File: config.mk
export PLATFORM = sky130hd
export DESIGN_NAME = softmax_in_loader
export DESIGN_NICKNAME = d
export VERILOG_FILES = /design/src/rtl/softmax_pkg.sv /design/src/rtl/softmax_lane_packer.sv /design/src/rtl/softmax_in_loader.sv
export SDC_FILE = /design/constraint.sdc
export NUM_CORES = 1
export LEC_CHECK = 0
export BUFFER_PORTS_ARGS = -buffer_cell sky130_fd_sc_hd__buf_4
export CAP_MARGIN = 25
export CORE_ASPECT_RATIO = 1.4
export CORE_MARGIN = 5
export CORE_UTILIZATION = 40
export DETAILED_ROUTE_END_ITERATION = 8
export GPL_ROUTABILITY_DRIVEN = 0
export PLACE_DENSITY = 0.6
export SETUP_SLACK_MARGIN = 0.3
export SLEW_MARGIN = 15
export SYNTH_ARGS = -nofsm -noshare
export SYNTH_HDL_FRONTEND = slang
export SYNTH_SLANG_ARGS = --single-unit
File: constraint.sdc
create_clock -name clk -period 2.22 [get_ports clk]
set_clock_uncertainty 0.2 [all_clocks]
set_input_delay 0.111 -clock clk [delete_from_list [all_inputs] [get_ports clk]]
set_output_delay 0.111 -clock clk [all_outputs]
set_load 0.02 [all_outputs]
File: src/rtl/softmax_pkg.sv
// softmax_pkg: shared constants and types for the softmax block family.
//   - DATAWIDTH / NUM / ADDRSIZE: default element width, lanes per word,
//     RAM address width.
//   - FP16_NEG_INF / FP16_ZERO: fp16 constants.
//   - FP16_PAD: value written into unfilled lanes of a frame's final word.
//     It is -inf when SOFTMAX_LOADER_PAD_EN is defined, so padding
//     contributes exp()=0 to the sum. Otherwise it is +0.
//   - ld_state_e: input loader FSM states.
package softmax_pkg;
  localparam int DATAWIDTH = 16;
  localparam int NUM       = 4;
  localparam int ADDRSIZE  = 16;

  localparam logic [15:0] FP16_NEG_INF = 16'hFC00;
  localparam logic [15:0] FP16_ZERO    = 16'h0000;

`ifdef SOFTMAX_LOADER_PAD_EN
  localparam logic [15:0] FP16_PAD = FP16_NEG_INF;
`else
  localparam logic [15:0] FP16_PAD = FP16_ZERO;
`endif

  typedef enum logic [1:0] {
    FILL  = 2'd0,
    WRITE = 2'd1,
    START = 2'd2,
    WAIT  = 2'd3
  } ld_state_e;
endpackage

File: src/rtl/softmax_lane_packer.sv
// softmax_lane_packer: gathers accepted elements into a NUM-lane word.
//   clk, reset_n   : clock and asynchronous active-low reset
//   acc            : an element is accepted this cycle
//   in_data/in_last: the accepted element and its end-of-frame flag
//   clr            : force the lane counter back to lane 0
//   word_done      : the accept completes a word (full lane, or last element)
//   word_last      : the accept carries in_last
//   word           : the completed word, valid with word_done. It includes
//                    the current element, and lanes above it are padded
//                    when the element is last.
// The pad value depends on SOFTMAX_LOADER_PAD_EN (see softmax_pkg).
module softmax_lane_packer
  import softmax_pkg::*;
#(
  parameter int DATAWIDTH = softmax_pkg::DATAWIDTH,
  parameter int NUM       = softmax_pkg::NUM,
  localparam int LW       = (NUM > 1) ? $clog2(NUM) : 1
) (
  input  logic                           clk,
  input  logic                           reset_n,
  input  logic                           acc,
  input  logic [DATAWIDTH-1:0]           in_data,
  input  logic                           in_last,
  input  logic                           clr,
  output logic                           word_done,
  output logic                           word_last,
  output logic [NUM-1:0][DATAWIDTH-1:0]  word
);
  logic [LW-1:0]                 lane_q, lane_d;
  logic [NUM-1:0][DATAWIDTH-1:0] lanes_q, lanes_d;
  logic                          full;

  always_comb begin
    lanes_d   = lanes_q;
    lane_d    = lane_q;
    word      = lanes_q;
    word_done = 1'b0;
    word_last = 1'b0;
    full      = (lane_q == LW'(NUM - 1));
    if (acc) begin
      lanes_d[lane_q] = in_data;
      // The word is emitted combinationally, so the current element bypasses the register.
      word[lane_q]    = in_data;
      word_last       = in_last;
      if (in_last) begin
        for (int l = 0; l < NUM; l++) begin
          if (LW'(l) > lane_q) word[l] = DATAWIDTH'(FP16_PAD);
        end
      end
      word_done = in_last | full;
      lane_d    = word_done ? '0 : lane_q + 1'b1;
    end
    if (clr) lane_d = '0;
  end

  always_ff @(posedge clk or negedge reset_n) begin
    if (!reset_n) begin
      lane_q  <= '0;
      lanes_q <= '0;
    end else begin
      lane_q  <= lane_d;
      lanes_q <= lanes_d;
    end
  end
endmodule

File: src/rtl/softmax_in_loader.sv
// softmax_in_loader: upstream loader for the softmax block.
// It packs a stream of fp16 scores NUM-wide. The words are written at
// consecutive addresses from 0 through one broadcast RAM write port. After
// the final word of the frame, the loader publishes addr_limit, pulses
// start, and waits for done before it accepts the next frame.
//   clk, reset_n                  : clock, asynchronous active-low reset
//   in_data/in_valid/in_last      : element stream in
//   in_ready                      : element accepted when in_valid && in_ready
//   mem_we/mem_addr/mem_wdata     : RAM write port (lane 0 in the LSBs)
//   addr_limit                    : last word address written (inclusive)
//   start                         : one-cycle launch pulse
//   done                          : softmax completion, sampled in WAIT only
//   busy                          : frame handed off, waiting for done
//   overflow                      : sticky; a frame ran out of address space
// The pad value is selected with SOFTMAX_LOADER_PAD_EN (see softmax_pkg).
module softmax_in_loader
  import softmax_pkg::*;
#(
  parameter int DATAWIDTH = softmax_pkg::DATAWIDTH,
  parameter int NUM       = softmax_pkg::NUM,
  parameter int ADDRSIZE  = softmax_pkg::ADDRSIZE
) (
  input  logic                     clk,
  input  logic                     reset_n,
  input  logic [DATAWIDTH-1:0]     in_data,
  input  logic                     in_valid,
  input  logic                     in_last,
  output logic                     in_ready,
  output logic                     mem_we,
  output logic [ADDRSIZE-1:0]      mem_addr,
  output logic [DATAWIDTH*NUM-1:0] mem_wdata,
  output logic [ADDRSIZE-1:0]      addr_limit,
  output logic                     start,
  input  logic                     done,
  output logic                     busy,
  output logic                     overflow
);
  localparam logic [ADDRSIZE-1:0] ADDR_MAX = '1;

  ld_state_e                     state_q, state_d;
  logic [ADDRSIZE-1:0]           wr_addr_q, wr_addr_d;
  logic [ADDRSIZE-1:0]           mem_addr_q, mem_addr_d;
  logic [NUM-1:0][DATAWIDTH-1:0] mem_wdata_q, mem_wdata_d;
  logic [ADDRSIZE-1:0]           addr_limit_q, addr_limit_d;
  logic mem_we_q, mem_we_d;
  logic start_q, start_d;
  logic busy_q, busy_d;
  logic in_ready_q, in_ready_d;
  logic overflow_q, overflow_d;

  logic                          acc, clr, word_done, word_last;
  logic [NUM-1:0][DATAWIDTH-1:0] word;

  assign acc = in_valid & in_ready_q & (state_q == FILL);

  softmax_lane_packer #(
    .DATAWIDTH (DATAWIDTH),
    .NUM       (NUM)
  ) u_packer (
    .clk       (clk),
    .reset_n   (reset_n),
    .acc       (acc),
    .in_data   (in_data),
    .in_last   (in_last),
    .clr       (clr),
    .word_done (word_done),
    .word_last (word_last),
    .word      (word)
  );

  always_comb begin
    state_d      = state_q;
    wr_addr_d    = wr_addr_q;
    mem_addr_d   = mem_addr_q;
    mem_wdata_d  = mem_wdata_q;
    addr_limit_d = addr_limit_q;
    overflow_d   = overflow_q;
    mem_we_d     = 1'b0;
    clr          = 1'b0;
    case (state_q)
      FILL: begin
        if (word_done) begin
          // Every completed word is registered into the write port. The final
          // word's write cycle is the WRITE state.
          mem_we_d    = 1'b1;
          mem_addr_d  = wr_addr_q;
          mem_wdata_d = word;
          if (word_last) begin
            state_d = WRITE;
          end else if (wr_addr_q == ADDR_MAX) begin
            // Out of address space: launch what we have.
            state_d    = WRITE;
            overflow_d = 1'b1;
          end else begin
            wr_addr_d = wr_addr_q + 1'b1;
          end
        end
      end
      WRITE: begin
        state_d      = START;
        addr_limit_d = mem_addr_q;
      end
      START: state_d = WAIT;
      WAIT: begin
        if (done) begin
          state_d   = FILL;
          wr_addr_d = '0;
          clr       = 1'b1;
        end
      end
      default: state_d = FILL;
    endcase
    // Control outputs are registered from the next state, so they are 0 in reset.
    in_ready_d = (state_d == FILL);
    start_d    = (state_d == START);
    busy_d     = (state_d == WAIT);
  end

  always_ff @(posedge clk or negedge reset_n) begin
    if (!reset_n) begin
      state_q      <= FILL;
      wr_addr_q    <= '0;
      mem_addr_q   <= '0;
      mem_wdata_q  <= '0;
      addr_limit_q <= '0;
      mem_we_q     <= 1'b0;
      start_q      <= 1'b0;
      busy_q       <= 1'b0;
      in_ready_q   <= 1'b0;
      overflow_q   <= 1'b0;
    end else begin
      state_q      <= state_d;
      wr_addr_q    <= wr_addr_d;
      mem_addr_q   <= mem_addr_d;
      mem_wdata_q  <= mem_wdata_d;
      addr_limit_q <= addr_limit_d;
      mem_we_q     <= mem_we_d;
      start_q      <= start_d;
      busy_q       <= busy_d;
      in_ready_q   <= in_ready_d;
      overflow_q   <= overflow_d;
    end
  end

  assign in_ready   = in_ready_q;
  assign mem_we     = mem_we_q;
  assign mem_addr   = mem_addr_q;
  assign mem_wdata  = mem_wdata_q;
  assign addr_limit = addr_limit_q;
  assign start      = start_q;
  assign busy       = busy_q;
  assign overflow   = overflow_q;
endmodule

==> flow_metrics.tcl <==
set metrics [dict create \
    report.final.slew_viol_count 0 \
    worstSkewPairLatency_ps 430 \
    initial_core_util_pct 40.4 \
    final_common_cell "dfrtp_1" \
    die_height_um 166 \
    synth_mux_area_share_pct 18.5 \
    hold_ws_ps 13.5 \
    min_path_type "primary input to register" \
    cts_tree "done" \
    dp_hpwl_um 11800 \
    fp.coreArea_mm2 0.0173 \
    syn_to_final_growth_pct 34.6 \
    via_count 4971 \
    grt_usage_pct 18.1 \
    crit_path_start_kind "register" \
    synthAdderAreaFrac_pct 0.898 \
    finalHoldViolCount 0 \
    die-area_mm2 0.0202 \
    cts_root_buf "clkbuf_16" \
    worstPathArrival_ps 2170 \
    synth_compound_area_share_pct 6.93 \
    fin_nets 769 \
    synth_top_family_by_area "multiplexers" \
    io_pins 122 \
    dpl_worst_slack_ps 52.3 \
    fmax_mhz 489 \
    dp.cells 922 \
    clkSlewWorstSetupHoldPaths_ps 70 \
    numCtsBuffers 17 \
    n_antenna_cell 0 \
    slowest_delay_ps 630 \
    regArea_mm2 0.00423 \
    tns_ps 0 \
    synthCells 569 \
    syn_nets 595 \
    crit_family "simple AND/OR/NAND/NOR gates" \
    max-slew-margin-rel_pct 44.8 \
    avgRoutedWirePerCell_um 17.8 \
    synthDistinctLibCells 46 \
    clockBufferDepth 2 \
    final_antenna_net_count 0 \
    layout_setup_ws_ps 175 \
    fillerInstances 1527 \
    synth_edf_count 0 \
    drive_gt1_share_pct 39.8 \
    crit_chain "ha_2 > nand3_2 > or4_4 > buf_12 > nor3b_4 > o21ba_1" \
    grt_pass1_wl_um 28500 \
    power_density_mw_per_mm2 1090 \
    maxCapViolCount 0 \
    critPathBufInv 1 \
    synth-seq-cells 169 \
    grt_max_degree 77 \
    finalNonFillerCells 992 \
    p_leak_nw 4.64 \
    cp_data_required_time_ps 2350 \
    ys_async_sr_fraction_pct 100 \
    cts.sinks 169 \
    synthSimpleGateAreaFrac_pct 10.5 \
    total_power_mw 10.3 \
    fin_util_pct 54.4 \
    chipWidth_um 122 \
    antenna_found_initial 0 \
    ys_seq_area_share_pct 60.7 \
    synth_top_flop_cell "dfrtp_1" \
    htree_levels 4 \
    crit_fanout 7 \
    drc 0 \
    rows 57 \
    worst-slew-pin-transition_ps 826 \
    setup_violations 0 \
    synth.top_cell.area_share_pct 60.7 \
    peakVddDrop_uv 665 \
    yosysTopAreaCell "dfrtp_1" \
    cpMaxStageDelayCell "or4_4" \
    finalCritPeriodShare_pct 92.1 \
    drt-vias-per-instance 5.01 \
    drtPass1Iterations 5 \
    yosys_warnings 0 \
    place_area_mm2 0.00830 \
    syn_avg_cell_area_um2 12.3 \
    end_kind "register" \
    first_global_vias 5188 \
    synthTopCellsByArea "dfrtp_1 (61%), mux2_2 (11%), nand2_1 (6.6%), mux2i_1 (5.0%), mux2_4 (2.2%)" \
    multi_input_area_mm2 0.00266 \
    synthesis.area_mm2 0.00697 \
    drt_iter0_drc 229 \
    rsz0062_at_grt "true" \
    grt-ovfl-total 0 \
    crit_type "register to register" \
    status "complete, no violations" \
    synthXorXnorAreaFrac_pct 0.126 \
    portBuffers 121 \
    final_area_mm2 0.00938 \
    post-route-min-period_ps 2040 \
    final_cell_mix "dfrtp_1 (166), buf_4 (150), nand2_1 (121)" \
    routed_wl_um 17600 \
]
==> synthesized netlist by cell type (2+ instances only) <==
cell type  count
nand4_1        5
mux2_2        70
clkbuf_1      15
nand2b_1       2
mux2_4        10
dfrtp_1      169
o21ai_1       21
buf_4          2
nor2_1         4
o21ba_1        2
nand2_1      123
o21ai_0       25
o211ai_1       2
a21oi_1        9
mux2i_1       35
a31oi_1       10
ha_1           5
nand3_1        8
nand2_2        2
a22o_1         6
o31ai_1        2
inv_1          8
buf_2         10
and3_1         2
==> flip-flops by register name, indices dropped and copies added (netlist names) <==
register          cells
overflow              1
wr_addr_q            16
mem_we                1
mem_addr             16
u_packer.lanes_q     48
u_packer.lane_q       2
in_ready              1
busy                  1
state_q               2
addr_limit           16
mem_wdata            64
start                 1
==> final cells by class <==
class | count | area share [%]
sequential | 169 | 45.1
multi-input combinational | 363 | 28.4
timing repair buffer | 183 | 16.3
clock buffer | 20 | 4.97
tap | 236 | 3.15
clock inverter | 12 | 1.69
inverter | 9 | 0.387
==> per-layer routing <==
layer / track usage (%) / part of all wire, %
met2: 30.8 / 53
met1: 21.9 / 40
met4: 7.31 / 2.7
met3: 4.43 / 4.8
met5: 0 / 0
==> power by group <==
| part | internal [mW] | total (mW) | leakage, nW | switching (mW) |
|---|---|---|---|---|
| sequential | 3.79 | 4.18 | 2.27 | 0.392 |
| clock | 1.87 | 3.14 | 0.304 | 1.27 |
| combinational | 1.43 | 2.93 | 2.07 | 1.50 |
==> cells by family after synthesis <==
logic type	Yosys count
AO/OA/AOI/OAI	82
adder cells (fa/ha/maj)	5
multiplexers	115
XOR/XNOR	1
buffers and inverters	37
AND/OR/NAND/NOR	160
flip-flops	169
==> worst paths after layout <==
| path | startpoint | endpoint | slack [ps] | depth (start not counted) |
|---|---|---|---|---|
| max | wr_addr_q[0]$_DFFE_PN0P_ | in_ready$_DFF_PN0_ | 180 | 6 |
| min | in_valid | overflow$_DFFE_PN0P_ | 10 | 4 |
| max reg2reg | wr_addr_q[0]$_DFFE_PN0P_ | in_ready$_DFF_PN0_ | 180 | 6 |
| min reg2reg | mem_wdata[63]$_DFFE_PN0P_ | mem_wdata[63]$_DFFE_PN0P_ | 290 | 2 |
| max in group asynchronous | reset_n | addr_limit[4]$_DFFE_PN0N_ | 560 | 3 |
| min in group asynchronous | reset_n | mem_wdata[44]$_DFFE_PN0P_ | 40 | 3 |
==> worst reg2reg max path, stage by stage (launching register included) <==
cell and delay [ps]:
dfrtp_1 350, ha_2 200, nand3_2 90, or4_4 630, buf_12 170, nor3b_4 150, o21ba_1 160
==> what timing repair did <==
item	CTS	global route
resized for setup	16	10
pin swaps	13	4
buffers inserted	15	3
setup endpoints to repair	53	83
hold buffers	20	0
hold endpoints to repair	303	0
Power figures use the tool's default switching activity.
